**src/rtl/pc_sequencer.sv**
```systemverilog
// pc_sequencer
//
// Program-counter sequencer for the fetch stage. It produces the fetch
// address and a valid/ready handshake, and handles stall, jump/branch
// redirects, trap entry/return with a saved EPC, misaligned-target detection
// with a halt state, and an accepted-fetch counter.
//
// Parameters:
//   WIDTH        - width of PC, targets, EPC and fetch counter
//   RESET_VECTOR - first PC presented after reset
//   TRAP_VECTOR  - PC loaded on trap entry
//   STEP         - sequential increment
//   ALIGN_BITS   - low target bits that must be zero (0 disables the check)
//
// Ports:
//   clka, rsta            - clock (rising edge), async active-high reset
//   stall                 - freeze request from the hazard unit
//   fetch_ready           - instruction memory accepts pc_out this cycle
//   br_taken, br_target   - taken conditional branch and its destination
//   jmp, jmp_target       - unconditional jump and its destination
//   trap_req, eret        - trap entry request, return from trap
//   pc_out, pc_valid      - fetch address and its valid flag
//   epc_out, in_trap      - saved return address, trap handler active
//   misalign_err          - one-cycle pulse after a misaligned redirect
//   fetch_count           - number of accepted fetches (wraps)

module pc_sequencer #(
  parameter int                 WIDTH        = 32,
  parameter logic [WIDTH-1:0]   RESET_VECTOR = '0,
  parameter logic [WIDTH-1:0]   TRAP_VECTOR  = WIDTH'(32'h0000_0180),
  parameter int                 STEP         = 4,
  parameter int                 ALIGN_BITS   = 2
) (
  input  logic             clka,
  input  logic             rsta,
  input  logic             stall,
  input  logic             fetch_ready,
  input  logic             br_taken,
  input  logic [WIDTH-1:0] br_target,
  input  logic             jmp,
  input  logic [WIDTH-1:0] jmp_target,
  input  logic             trap_req,
  input  logic             eret,
  output logic [WIDTH-1:0] pc_out,
  output logic             pc_valid,
  output logic [WIDTH-1:0] epc_out,
  output logic             in_trap,
  output logic             misalign_err,
  output logic [WIDTH-1:0] fetch_count
);

  typedef enum logic [1:0] {
    BOOT = 2'd0,
    RUN  = 2'd1,
    HALT = 2'd2
  } state_t;

  localparam logic [WIDTH-1:0] STEP_W     = WIDTH'(STEP);
  // With ALIGN_BITS = 0 this mask is zero, which disables the check.
  localparam logic [WIDTH-1:0] ALIGN_MASK = WIDTH'((64'd1 << ALIGN_BITS) - 64'd1);

  state_t           state_q, state_d;
  logic [WIDTH-1:0] pc_q, pc_d;
  logic [WIDTH-1:0] epc_q, epc_d;
  logic             in_trap_q, in_trap_d;
  logic             misalign_q, misalign_d;
  logic [WIDTH-1:0] count_q, count_d;

  logic             fire;
  logic [WIDTH-1:0] redirect_target;
  logic             redirect_misaligned;

  assign fire = (state_q == RUN) & fetch_ready & ~stall;

  // Jump outranks branch, so only the jump target matters when both are set.
  assign redirect_target     = jmp ? jmp_target : br_target;
  assign redirect_misaligned = |(redirect_target & ALIGN_MASK);

  always_comb begin
    state_d    = state_q;
    pc_d       = pc_q;
    epc_d      = epc_q;
    in_trap_d  = in_trap_q;
    misalign_d = 1'b0;
    count_d    = count_q;

    case (state_q)
      BOOT: begin
        // pc_q already holds RESET_VECTOR, so it becomes the first fetch.
        state_d = RUN;
      end

      RUN: begin
        if (fire) begin
          count_d = count_q + WIDTH'(1);
        end

        if (trap_req && !in_trap_q) begin
          epc_d     = pc_q;
          pc_d      = TRAP_VECTOR;
          in_trap_d = 1'b1;
        end else if (stall) begin
          pc_d = pc_q;
        end else if (eret && in_trap_q) begin
          pc_d      = epc_q;
          in_trap_d = 1'b0;
        end else if (jmp || br_taken) begin
          if (redirect_misaligned) begin
            // Freeze on the current PC; the abandoned fetch is not counted.
            misalign_d = 1'b1;
            state_d    = HALT;
            count_d    = count_q;
          end else begin
            pc_d = redirect_target;
          end
        end else if (fire) begin
          pc_d = pc_q + STEP_W;
        end
      end

      HALT: begin
        // Only a trap leaves HALT, even if a handler was already active.
        if (trap_req) begin
          epc_d     = pc_q;
          pc_d      = TRAP_VECTOR;
          in_trap_d = 1'b1;
          state_d   = RUN;
        end
      end

      default: begin
        state_d = BOOT;
      end
    endcase
  end

  always_ff @(posedge clka or posedge rsta) begin
    if (rsta) begin
      state_q    <= BOOT;
      pc_q       <= RESET_VECTOR;
      epc_q      <= '0;
      in_trap_q  <= 1'b0;
      misalign_q <= 1'b0;
      count_q    <= '0;
    end else begin
      state_q    <= state_d;
      pc_q       <= pc_d;
      epc_q      <= epc_d;
      in_trap_q  <= in_trap_d;
      misalign_q <= misalign_d;
      count_q    <= count_d;
    end
  end

  assign pc_out       = pc_q;
  assign pc_valid     = (state_q == RUN);
  assign epc_out      = epc_q;
  assign in_trap      = in_trap_q;
  assign misalign_err = misalign_q;
  assign fetch_count  = count_q;

endmodule

```
**config.mk**
```make
export PLATFORM = sky130hd
export DESIGN_NAME = pc_sequencer
export DESIGN_NICKNAME = d
export VERILOG_FILES = /design/src/rtl/pc_sequencer.sv
export SDC_FILE = /design/constraint.sdc
export NUM_CORES = 1
export LEC_CHECK = 0
export CORE_MARGIN = 8
export CORE_UTILIZATION = 34
export CTS_CLUSTER_SIZE = 16
export DETAILED_ROUTE_END_ITERATION = 6
export GPL_ROUTABILITY_DRIVEN = 0
export PLACE_DENSITY_LB_ADDON = 0.1
export SYNTH_ARGS = -nofsm -noshare
export SYNTH_HDL_FRONTEND = slang
export SYNTH_SLANG_ARGS = --single-unit
```
**constraint.sdc**
```tcl
create_clock -name clka -period 7.6 [get_ports clka]
set_input_delay 1.52 -clock clka [delete_from_list [all_inputs] [get_ports clka]]
set_output_delay 1.52 -clock clka [all_outputs]
set_load 0.01 [all_outputs]
```
==> key figures, run 1 <==
Global route
  – Total GRT Usage: 0.185
  – Largest net degree at the start of global routing: 67
  – Grt total ovfl: 0
  – First-pass GRT wire length: 29,700 um
  – Initial antenna violation count: 0
  – Vias in the first global route: 5,296

Cells and area
  – Antenna cells: 0
  – Synth-to-Final Area Change: 38.9%
  – Fin nets: 809
  – Fin util: 0.475
  – Layout cells sized above 1: 0.103

Outcome
  – Status: finished clean

Synthesis
  – Top FF cell, synth: dfrtp_1
  – Biggest area consumer among synthesized cells: dfrtp_1
  – Seq/Total Area, Yosys: 0.449
  – Distinct cells, synth: 62
  – Post-synth EDFFs: 0
  – Yosys reg bits: 100
  – Post-synth top area share: 0.449
  – Post-Syn Area per Cell: 9.68 um2
  – Synth top area cells: dfrtp_1, mux2_2, a21oi_1
  – Syn Nets: 654
  – Top-count cell post-synth: dfrtp_1
  – Post-synth ARST share: 1.00
  – Post-synthesis cell area: 0.00558 mm2
  – Synth Warn #: 0
  – Gate Count Post-Synth: 576
  – Synth cell count leaders: dfrtp_1, a21oi_1, nand2_1

Routing
  – Wire per inst: 20.0 um
  – Vias post-DR: 5,119
  – Final routed DRC violation total: 0
  – Drt first pass iters: 5
  – Drt initial violations: 356
  – Vias/cell: 5.36
  – Total Wirelength: 19,100 um
  – Final ANT Viol Nets: 0

Run
  – Max-Cap Viols: 0

Timing
  – Max-slew violations: 0
  – Final min period: 4350 ps
  – Max Clock Skew: 8.27 ps
  – Final hold viol count: 0
  – Final critical-path share of the clock period: 0.572
  – Slew @ Worst Pin: 1090 ps
  – Count of final setup violators: 0
  – TNS Setup: 0 ps
  – Max Freq: 230 MHz
  – Relative slew slack: 0.272
  – RSZ-0062 raised after global routing: no

Worst hold path
  – Hold path depth: 1
  – Hold Crit Start: fetch_count[31]
  – WHS Endpoint: fetch_count[31]
  – Min-Delay Path Class: flop to flop

Clocking
  – Hold_buf cts: 0
  – Clock Path Buffers: 2
  – CTS tree: yes
  – PostCTS Resize Cnt: 0
  – CTS sink count: 100
  – Post-CTS setup buffers: 0
  – Root buf cell: clkbuf_16
  – Clock transition at the registers of the reported paths: 60 ps
  – CTS Buf Count: 9
  – Htree depth: 3
  – Worst skew pair latency: 350 ps

Power
  – Pint: 0.00164 W
  – Power after layout: 0.00276 W
  – Clock share of power: 0.166
  – Pwr dens: 357 mW/mm2
  – Logic pwr share: 0.490
  – LEAKAGE: 3.17 nW
  – Worst VDD drop: 0.243 mV
  – Sequential Power Share: 0.344
  – Sw Pwr: 0.00112 W
  – Switching Fraction: 0.405

Critical path
  – Cell chain of the critical path: clkdlybuf4s50_1 -> nand2b_1 -> o21ai_2 -> a211oi_4 -> and4_1 -> nand4_4 -> xnor2_2
  – Worst Setup End Kind: flop
  – Crit path DAT: 4570 ps
  – Required @ worst endpoint: 7830 ps
  – Critical path class: input port to flop
  – R2r endpoint: pc_out[0]
  – Crit path max fanout: 19
  – Worst path max stage delay: 840 ps
  – Origin of the critical flop-to-flop path: state_q[1]
  – Worst r2r path cells: 8
  – Worst Setup Start Kind: input port
  – R2R Setup Slk: 4580 ps
  – Critical-path top delay cell: clkdlybuf4s50_1

Die
  – Chip width: 144 um
  – Die Height: 144 um
  – Ports: 171
  – Initial core utilization: 0.342
  – Core area: 0.0163 mm2
  – Die area: 0.0208 mm2
  – Std-Cell Rows: 47

Placement
  – Buffers on Ports: 170
  – DPL Wire Length: 13,900 um
==> state kept, by name (all words and copies together) (netlist names) <==
register and count:
epc_out 32, pc_out 32, in_trap 1, misalign_err 1, fetch_count 32, state_q 2
==> stage by stage <==
| stage | instances | hold WS (ps) | instance area (um2) | setup slack, ps |
|---|---|---|---|---|
| after floorplan | 576 | 508 | 5580 | 3460 |
| after global placement | 940 | 464 | 7460 | 2900 |
| after detailed placement | 940 | 466 | 7460 | 2860 |
| after CTS | 955 | 476 | 7740 | 3240 |
| after global routing | 955 | 492 | 7740 | 3000 |
| final | 955 | 474 | 7740 | 3250 |
==> logic make-up (layout without fill, tap and decap cells) <==
family | after synthesis | count (layout) | share of synthesized area
multiplexers | 34 | 34 | 0.0680
buffers and inverters | 45 | 204 | 0.0372
adder cells (fa/ha/maj) | 6 | 6 | 0.0135
AO/OA/AOI/OAI | 169 | 169 | 0.192
XOR/XNOR | 40 | 40 | 0.0642
AND/OR/NAND/NOR | 182 | 182 | 0.177
flip-flops | 100 | 100 | 0.449
==> layout make-up <==
cell class,instances,area (um2)
clock buffers,13,250
clock inverters,2,35.0
fillers,1566,8550
inverters,11,43.8
multi-input cells,431,2880
flip-flops and latches,100,2500
well taps,220,275
repair buffers,178,1760
==> worst max path at each step <==
stage | endpoint | start
6_report | fetch_count[22] | br_taken
5_1_grt | fetch_count[22] | br_taken
3_3_place_gp | fetch_count[22] | br_taken
2_1_floorplan | epc_out[0] | rsta
4_1_cts | fetch_count[22] | br_taken
3_5_place_dp | fetch_count[22] | br_taken
==> power groups by stage <==
| stage | clock network, W | registers (W) | logic [W] |
|---|---|---|---|
| floorplan | 0 | 0.000969 | 0.000706 |
| global placement | 0 | 0.000950 | 0.00134 |
| detailed placement | 0 | 0.000958 | 0.00136 |
| CTS | 0.000475 | 0.000950 | 0.00137 |
| global route | 0.000495 | 0.000980 | 0.00148 |
| finish | 0.000459 | 0.000951 | 0.00135 |
==> cell usage in the layout, fill, tap and decap left out, types with 11 or more instances in the layout <==
cell type	n
a21oi_1	55
a31oi_1	11
and3_1	17
clkdlybuf4s50_1	170
dfrtp_1	100
mux2_2	31
nand2_1	53
nand3_1	29
nor2_1	41
o21ai_0	26
o22ai_1	17
xnor2_1	30
==> routing by layer <==
layer	routed length (um)	track usage
met1	8360	0.239
met2	8970	0.298
met3	1410	0.0419
met4	340	0.0631
met5	0	0
==> critical path, delay by kind of cell <==
family	cells	cell delay [ps]
compound gates	2	610
xor+xnor	1	150
buf+inv	1	840
simple gates	3	1450
(Power assumes the default switching activity.)
==> run 2, diff against run 1 <==
==> constraint.sdc (replaced) <==
create_clock -name clka -period 3.9 [get_ports clka]
set_input_delay 0.78 -clock clka [delete_from_list [all_inputs] [get_ports clka]]
set_output_delay 0.78 -clock clka [all_outputs]
set_load 0.01 [all_outputs]
==> run 2 against run 1 <==
Design area rose by 1.1%. Critical endpoint is now pc_out[1]. Die area did not move. Sequential share of layout area fell by 0.35 points. Non-clock buffer count rose by 7. Register-to-register slack got worse by 3200 ps.
==> key figures, run 2 (same netlist as run 1, synthesis figures left out) <==
Die
  – Die Height: 144 um
  – Initial core utilization: 0.342
  – Std-Cell Rows: 47
  – Chip width: 144 um
  – Die area: 0.0208 mm2
  – Core area: 0.0163 mm2
  – Ports: 171

Timing
  – Slew @ Worst Pin: 770 ps
  – RSZ-0062 raised after global routing: no
  – Final critical-path share of the clock period: 0.694
  – Max-slew violations: 0
  – Max Freq: 370 MHz
  – Final min period: 2710 ps
  – Final hold viol count: 0
  – Count of final setup violators: 0
  – TNS Setup: 0 ps
  – Relative slew slack: 0.486
  – Max Clock Skew: 8.57 ps

Cells and area
  – Synth-to-Final Area Change: 40.4%
  – Commonest non-fill, non-tap cell in the layout: clkdlybuf4s50_1
  – Antenna cells: 0
  – Layout cells sized above 1: 0.114
  – Fin nets: 816
  – Fin util: 0.481
  – Fillers: 1,568
  – Most frequent cells in the layout: clkdlybuf4s50_1, dfrtp_1, a21oi_1

Critical path
  – Required @ worst endpoint: 4140 ps
  – Worst Setup Start Kind: input port
  – Crit path max fanout: 27
  – Critical Path Source: eret
  – Critical path class: input port to flop
  – Worst Setup End Kind: flop
  – Origin of the critical flop-to-flop path: state_q[1]
  – Crit path DAT: 2940 ps

Clocking
  – Worst skew pair latency: 350 ps
  – CTS Buf Count: 9
  – CTS tree: yes
  – Post-CTS setup buffers: 0
  – CTS sink count: 100
  – Htree depth: 3
  – Root buf cell: clkbuf_16
  – Clock transition at the registers of the reported paths: 70 ps
  – Clock Path Buffers: 2
  – PostCTS Resize Cnt: 0
  – Hold_buf cts: 0

Worst hold path
  – Min-Delay Path Class: flop to flop
  – Hold Crit Start: fetch_count[31]

Global route
  – Grt total ovfl: 0
  – Total GRT Usage: 0.186
  – First-pass GRT wire length: 30,000 um
  – Initial antenna violation count: 0
  – Vias in the first global route: 5,452
  – Largest net degree at the start of global routing: 58

Routing
  – Wire per inst: 20.1 um
  – Drt first pass iters: 5
  – Drt initial violations: 372
  – Total Wirelength: 19,300 um
  – Vias/cell: 5.40
  – Final routed DRC violation total: 0
  – Vias post-DR: 5,197
  – Final ANT Viol Nets: 0

Power
  – Pwr dens: 700 mW/mm2
  – Worst VDD drop: 0.440 mV
  – LEAKAGE: 3.21 nW

Placement
  – Buffers on Ports: 170
  – DPL Wire Length: 14,200 um

Outcome
  – Status: finished clean

Run
  – Max-Cap Viols: 0
==> run 2: cell types whose count changed in the layout (fill, tap and decap cells not counted) <==
cell / change
buf_12: +1
buf_4: +6
clkbuf_1: -1
clkbuf_8: +1
clkinv_2: -1
clkinvlp_4: +2
==> run 2: area by class of cell <==
| cell class | instances | area [um2] | share of cell area |
|---|---|---|---|
| Sequential cell | 100 | 2500 | 0.320 |
| Clock inverter | 3 | 45.0 | 0.00575 |
| Clock buffer | 13 | 260 | 0.0332 |
| Tap cell | 220 | 275 | 0.0352 |
| Inverter | 11 | 43.8 | 0.00559 |
| Timing Repair Buffer | 185 | 1830 | 0.233 |
| Multi-Input combinational cell | 431 | 2880 | 0.367 |
==> run 2: critical path: stages <==
cell,delay [ps]
clkdlybuf4s50_1,420
and2_1,180
buf_4,240
nor2_1,270
a31o_2,630
nor3_1,150
a22o_1,260
==> run 2: stage by stage <==
step / hold slack, ps / cells / setup slack [ps] / power [W] / cell area, um2
after floorplan: 508 / 576 / 501 / 0.00326 / 5580
after global placement: 477 / 947 / 908 / 0.00451 / 7520
after detailed placement: 483 / 947 / 857 / 0.00457 / 7520
after CTS: 497 / 963 / 1230 / 0.00553 / 7830
after global routing: 508 / 963 / 1040 / 0.00584 / 7830
final: 490 / 963 / 1190 / 0.00548 / 7830
==> run 2: power by group <==
part | leakage, nW | switching, W | total, W | internal [W]
sequential | 1.27 | 0.000470 | 0.00187 | 0.00140
clock | 0.142 | 0.000398 | 0.000931 | 0.000534
combinational | 1.80 | 0.00135 | 0.00268 | 0.00133
==> run 2: final timing paths <==
check	to	slack [ps]	cells past startpoint
hold reg to reg	fetch_count[31]	490	1
max in group asynchronous	fetch_count[25]	2100	3
setup / recovery	pc_out[1]	1190	7
min in group asynchronous	fetch_count[22]	920	2
setup reg to reg	pc_out[0]	1360	8
hold / removal	fetch_count[31]	490	1
==> run 2: routing by layer <==
| metal | track usage | wire length [um] |
|---|---|---|
| met2 | 0.298 | 8840 |
| met3 | 0.0429 | 1530 |
| met4 | 0.0697 | 357 |
| met5 | 0 | 0 |
| met1 | 0.241 | 8600 |
==> run 3, diff against run 2 <==
==> constraint.sdc (replaced) <==
create_clock -name clka -period 2.7 [get_ports clka]
set_input_delay 0.54 -clock clka [delete_from_list [all_inputs] [get_ports clka]]
set_output_delay 0.54 -clock clka [all_outputs]
set_load 0.01 [all_outputs]
==> run 3 against run 2 <==
Hold slack better by 3.3 ps. Non-clock buffer count up 17. Combinational power is 54% higher.
==> key figures, run 3 (same netlist as run 1, synthesis figures left out) <==
Outcome
  – Status: finished clean

Critical path
  – Worst path max stage delay: 540 ps
  – Critical path class: flop to output pin
  – Critical-path top delay cell: clkdlybuf4s50_1
  – Cell chain of the critical path: inv_1 -> ha_1 -> buf_4 -> clkdlybuf4s50_1
  – Worst Path Buf+Inv: 3
  – Worst r2r path cells: 9
  – Worst Setup Start Kind: flop
  – Crit path DAT: 1870 ps
  – Worst Setup End Kind: output pin
  – Required @ worst endpoint: 2160 ps
  – CP delay by family, top: buffers and inverters
  – Crit path max fanout: 5
  – CP Depth: 4

Global route
  – Grt total ovfl: 0
  – Largest net degree at the start of global routing: 101
  – Vias in the first global route: 5,391
  – Global routing usage on met2: 0.289
  – Initial antenna violation count: 0
  – GR peak layer: met2
  – Met1 usage: 0.253
  – GRT met3 Usage: 0.0386
  – Total GRT Usage: 0.187
  – First-pass GRT wire length: 30,000 um

Die
  – Initial core utilization: 0.342
  – Die Height: 144 um
  – Core area: 0.0163 mm2
  – Chip width: 144 um
  – Std-Cell Rows: 47
  – Die area: 0.0208 mm2
  – Ports: 171

Cells and area
  – Commonest non-fill, non-tap cell in the layout: clkdlybuf4s50_1
  – Fillers: 1,550
  – Most frequent cells in the layout: clkdlybuf4s50_1, dfrtp_1, a21oi_1
  – Area occupied by multi-input gates: 0.00288 mm2
  – Antenna cells: 0
  – Synth-to-Final Area Change: 42.8%
  – Fin nets: 833
  – Layout cells sized above 1: 0.134
  – Seq. cell area: 0.00250 mm2

Clocking
  – Clock Path Buffers: 2
  – Htree depth: 3
  – CTS tree: yes
  – PostCTS Resize Cnt: 0
  – Root buf cell: clkbuf_16
  – CTS Buf Count: 9
  – CTS sink count: 100
  – Post-CTS setup buffers: 0
  – Clock transition at the registers of the reported paths: 60 ps
  – Hold_buf cts: 0
  – Worst skew pair latency: 340 ps

Timing
  – Final min period: 2410 ps
  – Relative slew slack: 0.541
  – Slew @ Worst Pin: 684 ps
  – Max-slew violations: 0
  – Final worst slack: 292 ps
  – Count of final setup violators: 0
  – Final critical-path share of the clock period: 0.892
  – RSZ-0062 raised after global routing: no
  – Final hold viol count: 0
  – Max Freq: 415 MHz
  – Max Clock Skew: 5.82 ps
  – TNS Setup: 0 ps

Run
  – Max-Cap Viols: 0

Routing
  – Drt first pass iters: 6
  – Vias post-DR: 5,234
  – Total Wirelength: 19,200 um
  – Drt initial violations: 324
  – Final routed DRC violation total: 0
  – Wire per inst: 19.6 um
  – Final ANT Viol Nets: 0
  – Vias/cell: 5.34

Placement
  – Buffers on Ports: 170
  – DPL Wire Length: 14,200 um
  – Setup WS pre-CTS: 8.44 ps

Worst hold path
  – Min-Delay Path Class: flop to flop
  – Hold path depth: 1

Power
  – LEAKAGE: 3.30 nW
  – Pwr dens: 998 mW/mm2
  – Worst VDD drop: 0.723 mV
==> run 3: cell count changes in the layout (fill, tap and decap cells not counted) <==
cell,before,now
buf_4,14,28
inv_4,1,0
clkinvlp_4,2,3
buf_12,1,4
clkinv_2,0,2
clkbuf_8,2,1
bufinv_16,1,0
==> run 3: final cells by class <==
type                       count  share of cell area
multi-input combinational    431               0.361
sequential                   100               0.314
timing repair buffer         202               0.250
tap                          220              0.0346
clock buffer                  12              0.0310
inverter                      11             0.00566
clock inverter                 4             0.00314
==> run 3: path summary, 6_finish.rpt <==
check | startpoint | to | slack (ps)
worst max-delay path | state_q[1] | pc_valid | 290
worst min-delay path | fetch_count[4] | fetch_count[4] | 490
worst max register to register | state_q[0] | pc_out[17] | 450
worst min register to register | fetch_count[4] | fetch_count[4] | 490
max in group asynchronous | rsta | epc_out[6] | 1570
min in group asynchronous | rsta | epc_out[20] | 710
==> run 3: worst register-to-register path, cell delays in order, from the launching register on <==
cell      delay, ps
dfrtp_1         410
inv_1           100
ha_1            280
nor2b_1         230
a21oi_1          70
o21ai_1         320
a31o_2          210
buf_12          190
a211oi_1         80
a221oi_1        270
==> run 3: where the power goes <==
group	total [W]	leakage, nW	switching (W)	internal (W)
registers	0.00260	1.27	0.000573	0.00202
clock network	0.00121	0.129	0.000564	0.000648
logic	0.00414	1.90	0.00207	0.00207
==> run 3: through the flow <==
step / cell area, um2 / cells / power [W] / hold slack, ps / util
global placement: 7690 / 964 / 0.00669 / 471 / 0.472
global route: 7960 / 980 / 0.00848 / 508 / 0.489
CTS: 7960 / 980 / 0.00802 / 496 / 0.489
finish: 7960 / 980 / 0.00795 / 493 / 0.489
detailed placement: 7690 / 964 / 0.00678 / 483 / 0.472
floorplan: 5580 / 576 / 0.00471 / 508 / -
==> run 3: metal layers <==
layer | share of wire | vias up
li1 | - | 2460
met1 | 0.45 | 2525
met2 | 0.46 | 220
met3 | 0.078 | 29
met4 | 0.019 | 0
met5 | 0 | -
